**config.mk**
```make
export PLATFORM = sky130hd
export DESIGN_NAME = modinv_seq_flat
export DESIGN_NICKNAME = d
export VERILOG_FILES = /design/src/rtl/modinv_seq_if.sv /design/src/rtl/modinv_seq.sv /design/src/flat_wrapper.sv
export SDC_FILE = /design/constraint.sdc
export NUM_CORES = 2
export LEC_CHECK = 0
export ABC_CLOCK_PERIOD_IN_PS = 6450
export CORE_ASPECT_RATIO = 1.1
export CORE_MARGIN = 2
export CORE_UTILIZATION = 35
export DETAILED_ROUTE_END_ITERATION = 7
export GPL_TIMING_DRIVEN = 0
export PLACE_DENSITY = 0.49
export SYNTH_ARGS = -nofsm -noshare
export SYNTH_HDL_FRONTEND = slang
export SYNTH_SLANG_ARGS = --single-unit
```
**constraint.sdc**
```tcl
create_clock -name clk -period 6.45 [get_ports clk]
set_clock_uncertainty 0.05 [all_clocks]
set_input_delay 1.29 -clock clk [delete_from_list [all_inputs] [get_ports clk]]
set_output_delay 1.29 -clock clk [all_outputs]
set_load 0.02 [all_outputs]
```
**src/rtl/modinv_seq_if.sv**
```systemverilog
// ============================================================================
//  Module      : modinv_seq_if
//  Description : Start/operand/result bundle for the modular-inverse
//                sequencer. The master drives start/e/phi and the slave
//                returns busy/done/valid/d/steps.
//  Revision    : 1.0 - initial release
// ============================================================================
`default_nettype none

interface modinv_seq_if #(
    parameter int WIDTH = 128
);
    logic             start;
    logic [WIDTH-1:0] e;
    logic [WIDTH-1:0] phi;
    logic             busy;
    logic             done;
    logic             valid;
    logic [WIDTH-1:0] d;
    logic [15:0]      steps;

    modport master (
        output start, e, phi,
        input  busy, done, valid, d, steps
    );

    modport slave (
        input  start, e, phi,
        output busy, done, valid, d, steps
    );
endinterface

`default_nettype wire

```
**src/rtl/modinv_seq.sv**
```systemverilog
// ============================================================================
//  Module      : modinv_seq
//  Description : Sequential modular inverse d = e^-1 mod phi. Extended
//                Euclid, one quotient per step, each quotient produced by a
//                WIDTH-cycle restoring divider that folds the Bezout update
//                (t - q*nt) into the same bit-serial pass.
//  Revision    : 1.0 - initial release
// ============================================================================
`default_nettype none

module modinv_seq #(
    parameter int WIDTH = 128
) (
    input  wire logic   clk,
    input  wire logic   rst_n,
    modinv_seq_if.slave mi_if
);

    localparam int KW = (WIDTH > 1) ? $clog2(WIDTH) : 1;
    localparam int AW = WIDTH + 2;
    localparam logic signed [AW-1:0] C_ZERO = '0;
    localparam logic [KW-1:0]        C_KTOP = KW'(WIDTH - 1);

    typedef enum logic [2:0] {
        S_IDLE = 3'd0,
        S_INIT = 3'd1,
        S_DIV  = 3'd2,
        S_UPD  = 3'd3,
        S_FIX  = 3'd4,
        S_DONE = 3'd5
    } state_t;

    state_t                 state_q;
    logic [WIDTH-1:0]       e_q, phi_q;
    logic [WIDTH-1:0]       r_q, nr_q, rem_q;
    logic signed [AW-1:0]   t_q, nt_q, acc_q;
    logic [KW-1:0]          k_q;
    logic                   busy_q, done_q, valid_q;
    logic [WIDTH-1:0]       d_q;
    logic [15:0]            steps_q;

    // One restoring-division bit: shift in r[k], trial-subtract nr, and
    // subtract nt<<k from the Bezout accumulator when the quotient bit is 1.
    // Only the low AW bits of the shifted term can affect a AW-bit result,
    // so the shift is formed directly at AW bits.
    logic [WIDTH:0]         rem_sh_d;
    logic                   take_d;
    logic [WIDTH-1:0]       rem_d;
    logic signed [AW-1:0]   acc_d;

    assign rem_sh_d = {rem_q, r_q[k_q]};
    assign take_d   = (rem_sh_d >= {1'b0, nr_q});
    assign rem_d    = take_d ? (rem_sh_d[WIDTH-1:0] - nr_q) : rem_sh_d[WIDTH-1:0];
    assign acc_d    = take_d ? (acc_q - (nt_q <<< k_q)) : acc_q;

    assign mi_if.busy  = busy_q;
    assign mi_if.done  = done_q;
    assign mi_if.valid = valid_q;
    assign mi_if.d     = d_q;
    assign mi_if.steps = steps_q;

    // Control FSM with all datapath registers and registered outputs.
    always_ff @(posedge clk or negedge rst_n) begin
        if (!rst_n) begin
            state_q <= S_IDLE;
            e_q     <= '0;
            phi_q   <= '0;
            r_q     <= '0;
            nr_q    <= '0;
            rem_q   <= '0;
            t_q     <= '0;
            nt_q    <= '0;
            acc_q   <= '0;
            k_q     <= '0;
            busy_q  <= 1'b0;
            done_q  <= 1'b0;
            valid_q <= 1'b0;
            d_q     <= '0;
            steps_q <= '0;
        end else begin
            case (state_q)
                S_IDLE: begin
                    done_q <= 1'b0;
                    if (mi_if.start) begin
                        e_q     <= mi_if.e;
                        phi_q   <= mi_if.phi;
                        busy_q  <= 1'b1;
                        valid_q <= 1'b0;
                        d_q     <= '0;
                        state_q <= S_INIT;
                    end
                end
                S_INIT: begin
                    t_q     <= '0;
                    nt_q    <= AW'(1);
                    acc_q   <= '0;
                    rem_q   <= '0;
                    k_q     <= C_KTOP;
                    steps_q <= '0;
                    if ((phi_q < WIDTH'(2)) || (e_q >= phi_q) || (e_q == '0)) begin
                        // r is cleared as well so phi=1 cannot look like gcd=1.
                        r_q     <= '0;
                        nr_q    <= '0;
                        state_q <= S_FIX;
                    end else begin
                        r_q     <= phi_q;
                        nr_q    <= e_q;
                        state_q <= S_DIV;
                    end
                end
                S_DIV: begin
                    rem_q <= rem_d;
                    acc_q <= acc_d;
                    if (k_q == '0) begin
                        state_q <= S_UPD;
                    end else begin
                        k_q <= k_q - 1'b1;
                    end
                end
                S_UPD: begin
                    t_q   <= nt_q;
                    nt_q  <= acc_q;
                    r_q   <= nr_q;
                    nr_q  <= rem_q;
                    // Next division starts with acc equal to the new t.
                    acc_q <= nt_q;
                    rem_q <= '0;
                    k_q   <= C_KTOP;
                    if (steps_q != 16'hFFFF) begin
                        steps_q <= steps_q + 16'd1;
                    end
                    state_q <= (rem_q == '0) ? S_FIX : S_DIV;
                end
                S_FIX: begin
                    busy_q <= 1'b0;
                    if (r_q == WIDTH'(1)) begin
                        valid_q <= 1'b1;
                        // Low WIDTH bits of the AW-bit sum t+phi.
                        d_q     <= (t_q < C_ZERO) ? (t_q[WIDTH-1:0] + phi_q) : t_q[WIDTH-1:0];
                    end else begin
                        valid_q <= 1'b0;
                        d_q     <= '0;
                    end
                    state_q <= S_DONE;
                end
                S_DONE: begin
                    done_q  <= 1'b1;
                    state_q <= S_IDLE;
                end
                default: begin
                    state_q <= S_IDLE;
                end
            endcase
        end
    end

endmodule

`default_nettype wire

```
**src/flat_wrapper.sv**
```systemverilog
// flat-port wrapper written by rule: the top's interface ports become plain ports
module modinv_seq_flat 
#(
    parameter int WIDTH = 128
)
  (clk, rst_n, mi_if_start, mi_if_e, mi_if_phi, mi_if_busy, mi_if_done, mi_if_valid, mi_if_d, mi_if_steps);
  modinv_seq_if #(.WIDTH(WIDTH)) mi_if_i ();
  input  wire logic clk;
  input  wire logic rst_n;
  input wire logic [$bits(mi_if_i.start)-1:0] mi_if_start;
  input wire logic [$bits(mi_if_i.e)-1:0] mi_if_e;
  input wire logic [$bits(mi_if_i.phi)-1:0] mi_if_phi;
  output wire logic [$bits(mi_if_i.busy)-1:0] mi_if_busy;
  output wire logic [$bits(mi_if_i.done)-1:0] mi_if_done;
  output wire logic [$bits(mi_if_i.valid)-1:0] mi_if_valid;
  output wire logic [$bits(mi_if_i.d)-1:0] mi_if_d;
  output wire logic [$bits(mi_if_i.steps)-1:0] mi_if_steps;
  assign mi_if_i.start = mi_if_start;
  assign mi_if_i.e = mi_if_e;
  assign mi_if_i.phi = mi_if_phi;
  assign mi_if_busy = mi_if_i.busy;
  assign mi_if_done = mi_if_i.done;
  assign mi_if_valid = mi_if_i.valid;
  assign mi_if_d = mi_if_i.d;
  assign mi_if_steps = mi_if_i.steps;
  modinv_seq #(.WIDTH(WIDTH)) u_core (.clk(clk), .rst_n(rst_n), .mi_if(mi_if_i));
endmodule
```
==> flow_summary.yaml <==
timing:
  slew-limit-headroom_pct: -12.8
  finalWorstSetupSlack_ns: -0.0954
  fin_crit_sh_pct: 101
  hold_viol_final: 0
  slew_violations: 24
  max_freq_mhz: 153
  finalSetupViolations: 12
  rsz0062_at_grt: "true"
  tightest_slew_ns: 1.68
  fin_crit_ns: 6.55
logic_synthesis:
  ys_ff_latch: 1186
  synthesis.area_mm2: 0.0880
  ys.flop_type: "dfrtp_1"
  yosysWarningCount: 0
  synthArstFlopShare_pct: 100
  synth-edff-count: 0
  yosysTopAreaCellShare_pct: 33.7
  synthTopCellsByArea: "dfrtp_1 (34%), ha_1 (7.4%), nand2_1 (5.6%), o21ai_0 (5.5%), a21oi_1 (5.2%)"
  syn_nets: 11400
  yosys.area.top_type: "dfrtp_1"
  syn_avg_cell_area_um2: 8.27
  ys_seq_area_share_pct: 33.7
  synth_cell_types: 93
  synthCells: 10600
worst_setup_path:
  r2r_start: "u_core.k_q[0]$_DFFE_PN0P_"
  crit_required_ns: 7.08
  rrSetupSlack_ns: -0.1
  critPathLaunch: "u_core.k_q[0]$_DFFE_PN0P_"
  r2r-end: "u_core.acc_q[129]$_DFFE_PN0P_"
  cp.arrival_ns: 7.17
  start_kind: "flip-flop"
  rr_worst_depth: 26
  cp-end-kind: "flip-flop"
  crit_type: "flip-flop to flip-flop"
  crit_fanout: 10
finish:
  area_growth_pct: 21.0
  drive_gt1_share_pct: 10.2
  final_nets: 12100
  seq_area_mm2: 0.0297
  fin_area_mm2: 0.107
  multi_input_area_mm2: 0.0560
  fill_cells: 25400
routing:
  wirelength_um: 516000
  final_antenna_net_count: 0
  drt-pass1-iter-count: 7
  viasPerCell: 6.17
  wl_per_cell_um: 35.0
  drc: 0
  drt_iter0_drc: 8644
  vias: 91100
placed_design:
  dp_hpwl_um: 427000
  place_area_mm2: 0.0967
  io_buffers: 405
  pre_cts_ws_ns: -5.38
  gp_congestion: 1.04
grt:
  grt_start_max_net_pins: 173
  track_usage_pct: 39.2
  grt_first_pass_wirelength_um: 706000
  grt_pass1_vias: 89400
  grt_antenna_before_repair: 30
  grt-ovfl-total: 0
power:
  p_per_area_mw_per_mm2: 644
  ir_worst_vdd_v: 0.000312
  total_leakage_power_nw: 45.3
floorplanning:
  dieWidth_um: 482
  die_h_um: 530
  die_area_mm2: 0.256
  core-area_mm2: 0.251
  row_count: 193
  ioPinCount: 406
  start_util_pct: 35.1
cts:
  path_clk_slew_ns: 0.07
  clock_sinks: 1186
  cts-root-buf: "clkbuf_16"
  cts_max_level: 4
  tritoncts: "yes"
  clk_latency_ns: 0.87
  clockBufferDepth: 4
  cts_buffers: 153
status:
  violations: "capacitance limit, slew limit, setup timing"
  status: "finished, violations left"
flow_run:
  cap_violations: 6
min_path:
  min_path_type: "primary input to asynchronous set/reset pin"
==> flip-flops by register name, indices dropped and copies added (netlist names) <==
register	cells
u_core.acc_q	130
u_core.e_q	128
u_core.k_q	7
u_core.mi_if.busy	1
u_core.mi_if.d	128
u_core.mi_if.done	1
u_core.mi_if.steps	16
u_core.mi_if.valid	1
u_core.nr_q	128
u_core.nt_q	130
u_core.phi_q	128
u_core.r_q	128
u_core.rem_q	128
u_core.state_q	3
u_core.t_q	129
==> how the worst max path moves through the flow <==
stage | to | slack, ns | cells after the start
after CTS | u_core.acc_q[0]$_DFFE_PN0P_ | -0.04 | 26
after floorplan | u_core.acc_q[114]$_DFFE_PN0P_ | 0.53 | 27
after global placement | u_core.rem_q[116]$_DFFE_PN0P_ | -51.78 | 1
final | u_core.acc_q[129]$_DFFE_PN0P_ | -0.1 | 26
after global routing | u_core.acc_q[111]$_DFFE_PN0P_ | -0.13 | 26
after detailed placement | u_core.acc_q[110]$_DFFE_PN0P_ | -5.38 | 23
==> power breakdown <==
part	switching (mW)	internal (mW)
logic	29.8	15.3
registers	4.31	10.1
clock network	3.69	5.35
total	37.8	30.7
==> synthesized netlist by cell type (11+ instances only) <==
| library cell | number |
|---|---|
| or3_1 | 28 |
| a22oi_1 | 97 |
| o21ai_1 | 39 |
| mux2i_1 | 233 |
| nand4_1 | 229 |
| a22o_1 | 284 |
| a21oi_1 | 921 |
| a32oi_1 | 22 |
| or4_1 | 13 |
| nand2b_1 | 86 |
| clkbuf_1 | 639 |
| buf_4 | 15 |
| a221o_1 | 11 |
| o211ai_1 | 29 |
| a221oi_1 | 102 |
| o221ai_1 | 19 |
| o31ai_1 | 29 |
| a211oi_1 | 54 |
| or2_2 | 21 |
| xor2_1 | 124 |
| a31oi_1 | 197 |
| xnor2_1 | 249 |
| a21boi_0 | 34 |
| nand3_1 | 89 |
| nor3_1 | 117 |
| dfrtp_1 | 1186 |
| inv_1 | 546 |
| a21o_1 | 224 |
| buf_2 | 31 |
| a211o_1 | 12 |
| nor2b_1 | 55 |
| o21ai_0 | 964 |
| mux4_2 | 150 |
| o21bai_1 | 126 |
| nor2_1 | 923 |
| ha_1 | 518 |
| and2_1 | 27 |
| a31o_2 | 11 |
| buf_1 | 77 |
| o21a_1 | 44 |
| nor4_1 | 181 |
| nand2_1 | 1313 |
| o41ai_1 | 263 |
| and3_1 | 161 |
==> critical path: stages, from the launching register on <==
cell and delay, ns:
dfrtp_2 0.49, buf_12 0.20, clkbuf_16 0.23, buf_12 0.23, mux4_2 0.57, mux2i_2 0.27
nand2_1 0.10, o21ai_1 0.20, nor2_1 0.12, a21oi_4 0.25, a21oi_2 0.15, nand2_1 0.17
ha_1 0.24, clkbuf_2 0.17, a21oi_1 0.23, o21bai_1 0.15, a21o_1 0.21, a21oi_1 0.15
o21ai_0 0.26, a31oi_2 0.40, o211ai_1 0.13, a21o_1 0.28, a21oi_4 0.26, nand2_2 0.17
a221oi_4 0.38, xnor2_1 0.16, o211ai_1 0.10
==> kinds of logic (layout without fill, tap and decap cells) <==
family | count (synthesis) | count (layout) | share of synthesized area, %
AND/OR/NAND/NOR | 3279 | 3280 | 16.8
buffers and inverters | 1315 | 2097 | 5.72
other | 0 | 16 | 0
multiplexers | 390 | 390 | 6.58
adder cells (fa/ha/maj) | 521 | 521 | 7.43
flip-flops | 1186 | 1186 | 33.7
AO/OA/AOI/OAI | 3579 | 3579 | 26.1
XOR/XNOR | 373 | 373 | 3.71
==> per-layer routing <==
layer / track usage [%] / wire length, um
met2: 64.5 / 240000
met3: 4.92 / 28900
met1: 46.3 / 196000
met4: 31.1 / 51000
met5: 0 / 62
==> through the flow <==
| step | util (%) | setup TNS, ns | power (mW) | std cells | hold WS [ns] |
|---|---|---|---|---|---|
| floorplan | - | 0 | 38.4 | 10600 | 0.419 |
| CTS | 42.1 | -0.150 | 66.8 | 14700 | 0.303 |
| detailed placement | 38.6 | -1134.49 | 55.3 | 14400 | 0.419 |
| global placement | 38.4 | - | 55.0 | 14400 | 0.419 |
| global route | 42.5 | -1.06 | 72.1 | 14700 | 0.341 |
| finish | 42.5 | -0.374 | 68.6 | 14800 | 0.296 |
==> final cells by class <==
cell class / count / area share [%]
buffer: 731 / 3.53
antenna: 16 / 0.0376
sequential: 1186 / 27.9
clock buffer: 199 / 4.03
tap: 3315 / 3.89
timing repair buffer: 551 / 5.34
clock inverter: 66 / 0.787
multi-input combinational: 8143 / 52.6
inverter: 550 / 1.95
==> layout by cell type, fill, tap and decap left out, types with 95 or more instances in the layout <==
master,synthesis,final
a21o_1,224,222
a21oi_1,921,850
a221oi_1,102,99
a22o_1,284,284
a22oi_1,97,95
a31oi_1,197,183
and3_1,161,159
buf_4,15,139
clkbuf_1,639,543
clkbuf_16,0,165
clkdlybuf4s50_1,0,404
dfrtp_1,1186,1181
ha_1,518,486
inv_1,546,543
mux2i_1,233,157
mux4_2,150,150
nand2_1,1313,1298
nand4_1,229,229
nor2_1,923,897
nor3_1,117,97
nor4_1,181,170
o21ai_0,964,869
o21bai_1,126,123
o41ai_1,263,261
xnor2_1,249,249
xor2_1,124,124
==> what timing repair did <==
| item | in CTS | in global routing |
|---|---|---|
| hold buffers | 0 | 0 |
| setup buffers | 86 | 30 |
| resized for setup | 785 | 197 |
| endpoints found under the hold margin | 0 | 0 |
| gates cloned | 4 | 4 |
| pin swaps | 43 | 34 |
| setup endpoints to repair | 294 | 203 |
No activity file was read; power rests on OpenSTA's default activity.
